## config.mk

```make
export PLATFORM = sky130hd
export DESIGN_NAME = hazard_ctrl
export DESIGN_NICKNAME = d
export VERILOG_FILES = /design/src/rtl/haz_pkg.sv /design/src/rtl/haz_mdu_tracker.sv /design/src/rtl/hazard_ctrl.sv
export SDC_FILE = /design/constraint.sdc
export NUM_CORES = 1
export LEC_CHECK = 0
export ABC_AREA = 1
export CORE_MARGIN = 2
export CORE_UTILIZATION = 40
export DETAILED_ROUTE_END_ITERATION = 8
export PLACE_DENSITY = 0.88
export SLEW_MARGIN = 0
export SYNTH_ARGS = -nofsm -noshare
export SYNTH_HDL_FRONTEND = slang
export SYNTH_SLANG_ARGS = --single-unit
export TNS_END_PERCENT = 5
```

## constraint.sdc

```tcl
create_clock -name clk -period 1.8 [get_ports clk]
set_input_delay 0.27 -clock clk [delete_from_list [all_inputs] [get_ports clk]]
set_output_delay 0.27 -clock clk [all_outputs]
set_load 0.005 [all_outputs]
```

## src/rtl/haz_pkg.sv

```systemverilog
// Shared types and defaults for the pipeline hazard controller.
package haz_pkg;

    localparam int unsigned REGW_DEF = 5;
    localparam int unsigned CNTW     = 4;

    // E-stage operand source select
    typedef enum logic [1:0] {
        FWD_RF  = 2'b00,
        FWD_WB  = 2'b01,
        FWD_MEM = 2'b10
    } fwd_sel_t;

    // Multiply/divide unit occupancy
    typedef enum logic {
        IDLE = 1'b0,
        BUSY = 1'b1
    } mdu_state_t;

endpackage

```

## src/rtl/haz_mdu_tracker.sv

```systemverilog
// Tracks multiply/divide unit occupancy: busy for MDU_LAT cycles after an issue.
module haz_mdu_tracker
    import haz_pkg::*;
#(
    parameter int unsigned MDU_LAT = 4
) (
    input  logic clk,
    input  logic reset,
    input  logic mdustartE,
    output logic mdubusy
);

    mdu_state_t        state_q, state_d;
    logic [CNTW-1:0]   cnt_q, cnt_d;

    // State and counter registers; reset abandons any in-flight op
    always_ff @(posedge clk) begin
        if (reset) begin
            state_q <= IDLE;
            cnt_q   <= '0;
        end else begin
            state_q <= state_d;
            cnt_q   <= cnt_d;
        end
    end

    // Next-state: load on issue from idle, count down while busy, ignore issues while busy
    always_comb begin
        state_d = state_q;
        cnt_d   = cnt_q;
        case (state_q)
            IDLE: begin
                if (mdustartE) begin
                    state_d = BUSY;
                    cnt_d   = CNTW'(MDU_LAT - 1);
                end
            end
            BUSY: begin
                if (cnt_q == '0) begin
                    state_d = IDLE;
                end else begin
                    cnt_d = cnt_q - CNTW'(1);
                end
            end
            default: begin
                state_d = IDLE;
                cnt_d   = '0;
            end
        endcase
    end

    assign mdubusy = (state_q == BUSY);

endmodule

```

## src/rtl/hazard_ctrl.sv

```systemverilog
// Pipeline hazard controller: forwarding selects, load/branch/MDU stalls.
// Optional performance counters (stallcnt, mdustallcnt) when HAZ_PERF_EN is defined.
module hazard_ctrl
    import haz_pkg::*;
#(
    parameter int unsigned REGW    = REGW_DEF,
    parameter int unsigned MDU_LAT = 4
) (
    input  logic            clk,
    input  logic            reset,
    input  logic            branchD,
    input  logic            mduopD,
    input  logic [REGW-1:0] rsD,
    input  logic [REGW-1:0] rtD,
    input  logic [REGW-1:0] rsE,
    input  logic [REGW-1:0] rtE,
    input  logic [REGW-1:0] writeregE,
    input  logic [REGW-1:0] writeregM,
    input  logic [REGW-1:0] writeregW,
    input  logic            regwriteE,
    input  logic            regwriteM,
    input  logic            regwriteW,
    input  logic            memtoregE,
    input  logic            memtoregM,
    input  logic            mdustartE,
    output logic            stallF,
    output logic            stallD,
    output logic            flushE,
    output logic            forwardAD,
    output logic            forwardBD,
    output logic [1:0]      forwardAE,
    output logic [1:0]      forwardBE,
    output logic            mdubusy
`ifdef HAZ_PERF_EN
    ,
    output logic [31:0]     stallcnt,
    output logic [31:0]     mdustallcnt
`endif
);

    logic lwstall, branchstall, mdustall, stall;
    fwd_sel_t fwd_a, fwd_b;

    // M stage wins over W; register 0 is never forwarded
    function automatic fwd_sel_t sel_e(
        input logic [REGW-1:0] src,
        input logic [REGW-1:0] wm,
        input logic            rwm,
        input logic [REGW-1:0] ww,
        input logic            rww
    );
        if (src != '0 && src == wm && rwm) begin
            return FWD_MEM;
        end else if (src != '0 && src == ww && rww) begin
            return FWD_WB;
        end
        return FWD_RF;
    endfunction

    // E-stage operand forwarding
    always_comb begin
        fwd_a = sel_e(rsE, writeregM, regwriteM, writeregW, regwriteW);
        fwd_b = sel_e(rtE, writeregM, regwriteM, writeregW, regwriteW);
    end

    assign forwardAE = fwd_a;
    assign forwardBE = fwd_b;

    // D-stage branch-compare forwarding from M
    assign forwardAD = (rsD != '0) && (rsD == writeregM) && regwriteM;
    assign forwardBD = (rtD != '0) && (rtD == writeregM) && regwriteM;

    haz_mdu_tracker #(
        .MDU_LAT (MDU_LAT)
    ) u_mdu (
        .clk       (clk),
        .reset     (reset),
        .mdustartE (mdustartE),
        .mdubusy   (mdubusy)
    );

    // Stall sources; a non-load M result reaches the branch via forwarding
    always_comb begin
        lwstall     = memtoregE && (rtE != '0) && ((rsD == rtE) || (rtD == rtE));
        branchstall = branchD &&
                      ((regwriteE && (writeregE != '0) &&
                        ((writeregE == rsD) || (writeregE == rtD))) ||
                       (memtoregM && (writeregM != '0) &&
                        ((writeregM == rsD) || (writeregM == rtD))));
        mdustall    = mduopD && (mdubusy || mdustartE);
        stall       = !reset && (lwstall || branchstall || mdustall);
    end

    assign stallF = stall;
    assign stallD = stall;
    assign flushE = stall;

`ifdef HAZ_PERF_EN
    logic [31:0] stallcnt_q, stallcnt_d;
    logic [31:0] mdustallcnt_q, mdustallcnt_d;

    // Saturating event counters
    always_comb begin
        stallcnt_d    = stallcnt_q;
        mdustallcnt_d = mdustallcnt_q;
        if (stall && stallcnt_q != 32'hFFFF_FFFF) begin
            stallcnt_d = stallcnt_q + 32'd1;
        end
        if (mdustall && mdustallcnt_q != 32'hFFFF_FFFF) begin
            mdustallcnt_d = mdustallcnt_q + 32'd1;
        end
    end

    // Counter registers, cleared by reset
    always_ff @(posedge clk) begin
        if (reset) begin
            stallcnt_q    <= '0;
            mdustallcnt_q <= '0;
        end else begin
            stallcnt_q    <= stallcnt_d;
            mdustallcnt_q <= mdustallcnt_d;
        end
    end

    assign stallcnt    = stallcnt_q;
    assign mdustallcnt = mdustallcnt_q;
`endif

endmodule

```

==> impl_results.md, run 1 <==
- Mapped cell area: 1137 um^2
- Hold slack: 0.4802 ns
- RePlAce Congestion: ~0.84
- # DRC: 0
- Synth area leaders: nand2_1 (25%), inv_1 (12%), xnor2_1 (12%)
- Layout cell share with drive strength beyond 1: 0.3633
- Slew HR: 0.7026
- R2R Setup Slk: around 0.5 ns
- WHS Path Cells: 2
- Pin count of the biggest net entering global routing: 8
- Setup TNS: 0 ns
- FP Rows: 19
- Vias in the first global route: 1773
- RSZ-0062 raised after global routing: yes
- Ant. Diodes: 0
- IO Pins: 55
- Inst Count DP: 335
- First-pass GRT wire length: 7734 um
- Yosys top cell by area: nand2_1
- Slew Viols, Final: 0
- Clock Latency Late Sink: 0.25 ns
- Most common library cells after synthesis: nand2_1 (76), inv_1 (36), nor2_1 (18), xnor2_1 (15), nand3_1 (12)
- Fmax: roughly 560 MHz
- CTS Root Cell: clkbuf_4
- Origin of the worst setup path: rtE[2]
- Worst Setup End Kind: output port
- Mapped Nets: 261
- Via/cell ratio: between 5 and 6
- Slew at the pin closest to its max-slew limit: 0.4431 ns
- Hold Crit Class: reg2reg
- Mean Syn Cell Area: 5.290 um^2
- Footprint of the multi-input gates: 1018 um^2
- CP cell instances: clkbuf_2, inv_1, nand2_1, o2111ai_1, nor4_2, buf_4, dlygate4sd2_1
- Core area: 2734 um^2
- VDD IR max: 0.4995 mV
- Worst reg2reg startpoint: u_mdu.cnt_q[0]
- Fin crit period: 1.788 ns
- Routed Antenna Nets: 0
- Synth warn: 0
- WL/cell: ~15 um
- Setup Viol. Count Final: 0
- Syn Inst Count: approximately 220
- Worst Skew: 0.0006863 ns
- Main synth FF type: dfxtp_1
- Finished Layout Cells: 342
- Total Wirelength: 5008 um
- EDFF count, synth: 0
- Slowest cell on the critical path: nor4_2
- H-tree lvl count: 1
- Netlist cell types: 29
- Fill count: about 220
- Crit Path Category: in2out
- Worst hold endpoint: u_mdu.cnt_q[1]
- Cell with the most instances after synthesis: nand2_1
- Fin. Hold Viols: 0
- Seq cells post-synth: 5
- CP arrival: around 1.5 ns
- Reg area: 100.1 um^2
- Register-to-Register Path Depth: 7
- PD cells: 374.2 nW/um^2
- Die area: 3286 um^2
- Initial Utilization: 0.4160
- Max-cap viol count: 0
- Post-DP HPWL: between 3000 and 4000 um
- Port bufs: 54
- Area Growth Syn to Fin: 80.64%
- Die span in y: 57.33 um
- Asr flop ratio synth: 0
- Maximum fanout along the worst path: 5
- Clock transition at path regs: about 0.04 ns
- Area fraction of the dominant cell type after synthesis: 0.2508
- Register area share after synthesis: 0.08801
- Worst Path Buf+Inv: 4
- Largest delay share family, worst path: buffers and inverters
- Leak: 1.163 nW
- Worst EP required: 1.53 ns
- Num CTS Buffers: 3
- CTS max path bufs: 2
- Vias after detailed routing: 1824
- Gr usage total: 0.3040
- Antenna violations before repair: 0
- Worst reg2reg path endpoint: u_mdu.cnt_q[1]
- Overflow after GRT: 0
- Start point of the worst hold path: u_mdu.cnt_q[1]
- 1st-iter DRT viols: 91
- CTS tree: done
- Status: completed
- Layout Nets: 358
- Clk sink count: 5
- Final worst path period share: 0.9934
- Critical path startpoint category: primary input
- Die W: 57.33 um
- Crit path largest cell delay: 0.32 ns
- 1st-pass router iterations: 5
## logic make-up after synthesis
| family | Yosys count | synth area share |
|---|---|---|
| simple gates | 123 | 0.4543 |
| buf+inv | 44 | 0.1606 |
| xor+xnor | 22 | 0.1694 |
| compound gates | 20 | 0.1166 |
| fa+ha+maj | 1 | 0.01100 |
| flops | 5 | 0.08801 |
## final cells by class
class                   count  share of cell area
well taps                  31             0.01888
flip-flops and latches      5             0.04872
repair buffers             98              0.3544
clock buffers               4             0.01279
multi-input cells         166              0.4957
inverters                  38             0.06943
## sequential cells by signal, indices dropped and copies added (netlist names)
register / count
u_mdu.mdubusy: 1
u_mdu.cnt_q: 4
## how the worst max path moves through the flow
stage / cells after the start / slack, ns / endpoint
after global routing: 9 / -0.05 / stallF
after detailed placement: 12 / -0.67 / stallD
after floorplan: 11 / 0.33 / stallD
final: 7 / 0.01 / forwardBE[1]
after global placement: 12 / -0.62 / stallD
after CTS: 6 / -0.001 / forwardBE[1]
## worst min-delay path: cells and delay by family, from the launching register on
family,cells,cell delay (ns)
and+or+nand+nor,2,0.13
DFF,1,0.30
## routing by layer
| layer | global-route usage | wire length, um | share of wire | vias to the layer above |
|---|---|---|---|---|
| li1 | - | - | - | 864 |
| met1 | 0.3343 | 1765 | 0.35 | 813 |
| met2 | 0.5534 | 2549 | 0.51 | 114 |
| met3 | 0.05442 | 398 | 0.079 | 33 |
| met4 | 0.1561 | 295 | 0.059 | 0 |
| met5 | 0 | 0 | 0 | - |
## power by group
group	total [mW]	internal, mW	switching (mW)
sequential	0.136	0.128	0.00819
combinational	0.496	0.237	0.259
clock	0.137	0.0842	0.0529
total	0.769	0.449	0.320
## metrics by stage
stage               worst slack [ns]  utilization  cell area, um^2  power, mW
finish                       0.01188       0.7515             2054     0.7687
global route                -0.04774       0.7515             2054     0.8231
CTS                        -0.001425       0.7533             2059     0.7298
detailed placement           -0.6703       0.7259             1984     0.5993
global placement             -0.6217       0.7259             1984     0.5821
floorplan                     0.3297            -             1137     0.3458
## timing repair
item,CTS,global route
pin swaps,17,22
buffers inserted,3,1
gates resized for setup,93,59
endpoints found under the setup margin,9,9
hold buffers,0,0
## layout by cell type, fill, tap and decap left out, types with 2 or more instances in the layout
cell	count
nand2_1	73
buf_4	42
inv_1	31
clkbuf_2	23
nor2_1	16
dlygate4sd2_1	10
nand3_1	9
clkdlybuf4s50_1	9
inv_2	7
xnor2_1	7
xor2_1	7
xnor2_2	6
buf_2	6
o21ai_0	5
dfxtp_1	5
nand4_1	4
nor3_1	4
nor3_2	3
nand3_2	3
nand2_2	3
o21ai_1	3
nor2_2	3
clkbuf_4	3
o211ai_1	2
xnor2_4	2
o2111ai_2	2
clkdlybuf4s15_1	2
clkdlybuf4s15_2	2
dlymetal6s2s_1	2
buf_6	2
Power figures use the tool's default switching activity.
==> run 2: changes to the inputs <==
CORE_UTILIZATION = 37   (was 40)
MAX_ROUTING_LAYER = met4   (was not set)
PLACE_DENSITY = 0.86   (was 0.88)
TNS_END_PERCENT = not set   (was 5)
clock period = 1.59 ns   (was 1.8 ns; I/O delays follow)
==> run 2 against run 1 <==
Routed wire length down 8.5%. Sequential share of layout area down 0.14 points. Combinational power up 15%. Largest power group unchanged. Highest routed layer unchanged. Die area up 7.5%.
==> impl_results.md, run 2 (synthesis results as in run 1) <==
- Status: completed
- IO Pins: 55 (unchanged)
- Clock transition at path regs: 0.04 ns (about the same)
- Vias in the first global route: 1672 (-5.7%)
- Clock Latency Late Sink: 0.25 ns (about the same)
- Final setup margin: 0.006571 ns (-0.005305 ns)
- Most frequent cells in the layout: nand2_1 (71), buf_4 (50), inv_1 (27), buf_2 (17), nor2_1 (13)
- Overall power: 876.1 uW (+14%)
- Setup Viol. Count Final: 0 (unchanged)
- Maximum fanout along the worst path: 3 (-2)
- Max-cap viol count: 0 (unchanged)
- CP arrival: 1.34 ns (-0.18 ns)
- FP Rows: 20 (+1)
- Worst Setup End Kind: output port
- Critical path startpoint category: primary input
- Die span in y: 59.44 um (+3.7%)
- Pin count of the biggest net entering global routing: 8 (unchanged)
- Start point of the worst hold path: u_mdu.cnt_q[1]
- RSZ-0062 raised after global routing: yes
- Register-to-Register Path Depth: 7 (unchanged)
- WL/cell: 13.20 um (-9.8%)
- Switching power total: 350.5 uW (+9.6%)
- 1st-iter DRT viols: 97 (+6.6%)
- Die W: 59.44 um (+3.7%)
- Area Growth Syn to Fin: 86.14%
- Slew Viols, Final: 0 (unchanged)
- Max reg flops: 4 (unchanged)
- Slew at the pin closest to its max-slew limit: 0.3707 ns (-0.07240 ns)
- Worst reg2reg startpoint: u_mdu.cnt_q[0]
- WHS Path Cells: 2 (unchanged)
- Core area: 2978 um^2 (+8.9%)
- Gr usage total: 0.2569 (-0.04710)
- Hold Crit Class: reg2reg
- Initial Utilization: 0.3819 (-0.03409)
- Overflow after GRT: 0 (unchanged)
- Port bufs: 54 (unchanged)
- CTS max path bufs: 2 (unchanged)
- Antenna violations before repair: 0 (unchanged)
- Reg area: 100.1 um^2 (unchanged)
- CTS tree: done
- Place WS: -0.8057 ns (-0.1354 ns)
- Flop pwr share: 0.177 (about the same)
- 1st-pass router iterations: 5 (unchanged)
- CTS Hold Bufs: 0 (unchanged)
- Largest register by flop count: u_mdu.cnt_q
- Clk sink count: 5 (unchanged)
- # DRC: 0 (unchanged)
- First-pass GRT wire length: 6893 um (-11%)
- Footprint of the multi-input gates: 1020 um^2 (+0.12%)
- Layout cell share with drive strength beyond 1: 0.4140 (+0.05067)
- Final worst path period share: 0.9959
- Commonest non-fill, non-tap cell in the layout: nand2_1
- Ant. Diodes: 0 (unchanged)
- Total Wirelength: 4582 um (-8.5%)
- Worst hold endpoint: u_mdu.cnt_q[1]
- Layout Nets: 361 (+0.84%)
- Worst reg2reg path endpoint: u_mdu.cnt_q[2]
- R2R Setup Slk: 0.27 ns (-0.23 ns)
- Leak: 1.178 nW (+1.3%)
- Fmax: 631.5 MHz
- Fin. Hold Viols: 0 (unchanged)
- Vias after detailed routing: 1757 (-3.7%)
- Net Sw Frac: 0.4001 (-0.01611)
- Crit Path Category: in2out
- Worst Skew: 0.003802 ns (+0.003115 ns)
- Slew HR: 0.7506 (+0.04797)
- Combinational fraction of design power: 0.650 (+0.005)
- Hold slack: 0.4931 ns (+0.01287 ns)
- Clk pwr share: 0.173 (-0.005)
- Fill count: 240 (+11%)
- Fin crit period: 1.583 ns
- Post-DP HPWL: 3354 um (-1.9%)
- H-tree lvl count: 1 (unchanged)
- Routed Antenna Nets: 0 (unchanged)
- Die area: 3533 um^2 (+7.5%)
- Worst EP required: 1.35 ns (-0.18 ns)
- PD cells: 413.8 nW/um^2 (+11%)
- Num CTS Buffers: 3 (unchanged)
- Int Power: 525.6 uW (+17%)
- CTS Root Cell: clkbuf_4
- RePlAce Congestion: 0.8828 (+5.0%)
- VDD IR max: 0.1587 mV (-68%)
- Via/cell ratio: 5.063 (-5.1%)
==> run 2: cell types whose count changed in the layout (fill, tap and decap cells not counted), sizes merged <==
cell	delta
clkdlybuf4s50	-1
clkdlybuf4s15	-1
buf	+25
clkbuf	-19
dlymetal6s2s	-1
==> run 2: how the worst max path moves through the flow <==
stage,startpoint,endpoint,slack (ns),cells past startpoint
detailed placement,rsD[4],flushE,-0.81,12
floorplan,writeregM[0],stallD,0.18,11
CTS,rtE[1],flushE,0.0009,9
global route,rsE[4],forwardAE[0],-0.09,7
global placement,rsD[4],flushE,-0.77,12
finish,rsE[4],forwardAE[0],0.007,7
==> run 2: metal layers <==
metal / vias up / share of wire / wire length (um) / track usage
met5: - / 0 / 0 / -
met4: 0 / 0.025 / 114 / 0.09091
met1: 809 / 0.40 / 1843 / 0.2902
met2: 60 / 0.53 / 2409 / 0.4647
met3: 13 / 0.046 / 213 / 0.02402
li1: 875 / - / - / -
==> run 2: power groups by stage <==
stage | registers (mW) | clock network, mW | logic, mW
6_report | 0.155 | 0.152 | 0.570
5_1_grt | 0.158 | 0.160 | 0.623
4_1_cts | 0.155 | 0.153 | 0.528
3_5_place_dp | 0.157 | 0 | 0.523
3_3_place_gp | 0.154 | 0 | 0.509
2_1_floorplan | 0.157 | 0 | 0.235
==> run 2: timing repair <==
action / CTS / global route
pin swaps: 29 / 31
setup endpoints to repair: 9 / 7
gates resized for setup: 167 / 45
setup buffers: 6 / 1
==> run 2: cell type report <==
type | instances | share of cell area
Clock buffer | 4 | 0.01241
Inverter | 38 | 0.06738
Multi-Input combinational cell | 166 | 0.4817
Sequential cell | 5 | 0.04728
Tap cell | 33 | 0.01950
Timing Repair Buffer | 101 | 0.3717
==> run 2: stage by stage <==
stage	instance area, um^2	TNS [ns]	instances	utilization
after floorplan	1137	0	215	-
after global placement	1987	-6.280	337	0.6672
after detailed placement	1987	-6.460	337	0.6672
after CTS	2046	0	347	0.6870
after global routing	2117	-0.3317	347	0.7109
final	2117	0	347	0.7109
==> run 2: critical path, stage by stage <==
cell	delay, ns
clkdlybuf4s15_2	0.24
xnor2_2	0.19
nand3_1	0.12
nor3_2	0.16
o2111ai_1	0.15
nor2_1	0.11
buf_2	0.12
==> run 3: changes to the inputs <==
CAP_MARGIN = 15   (was not set)
==> results of run 3 <==
The final DEF is identical to that of run 2; final timing and power are the same.
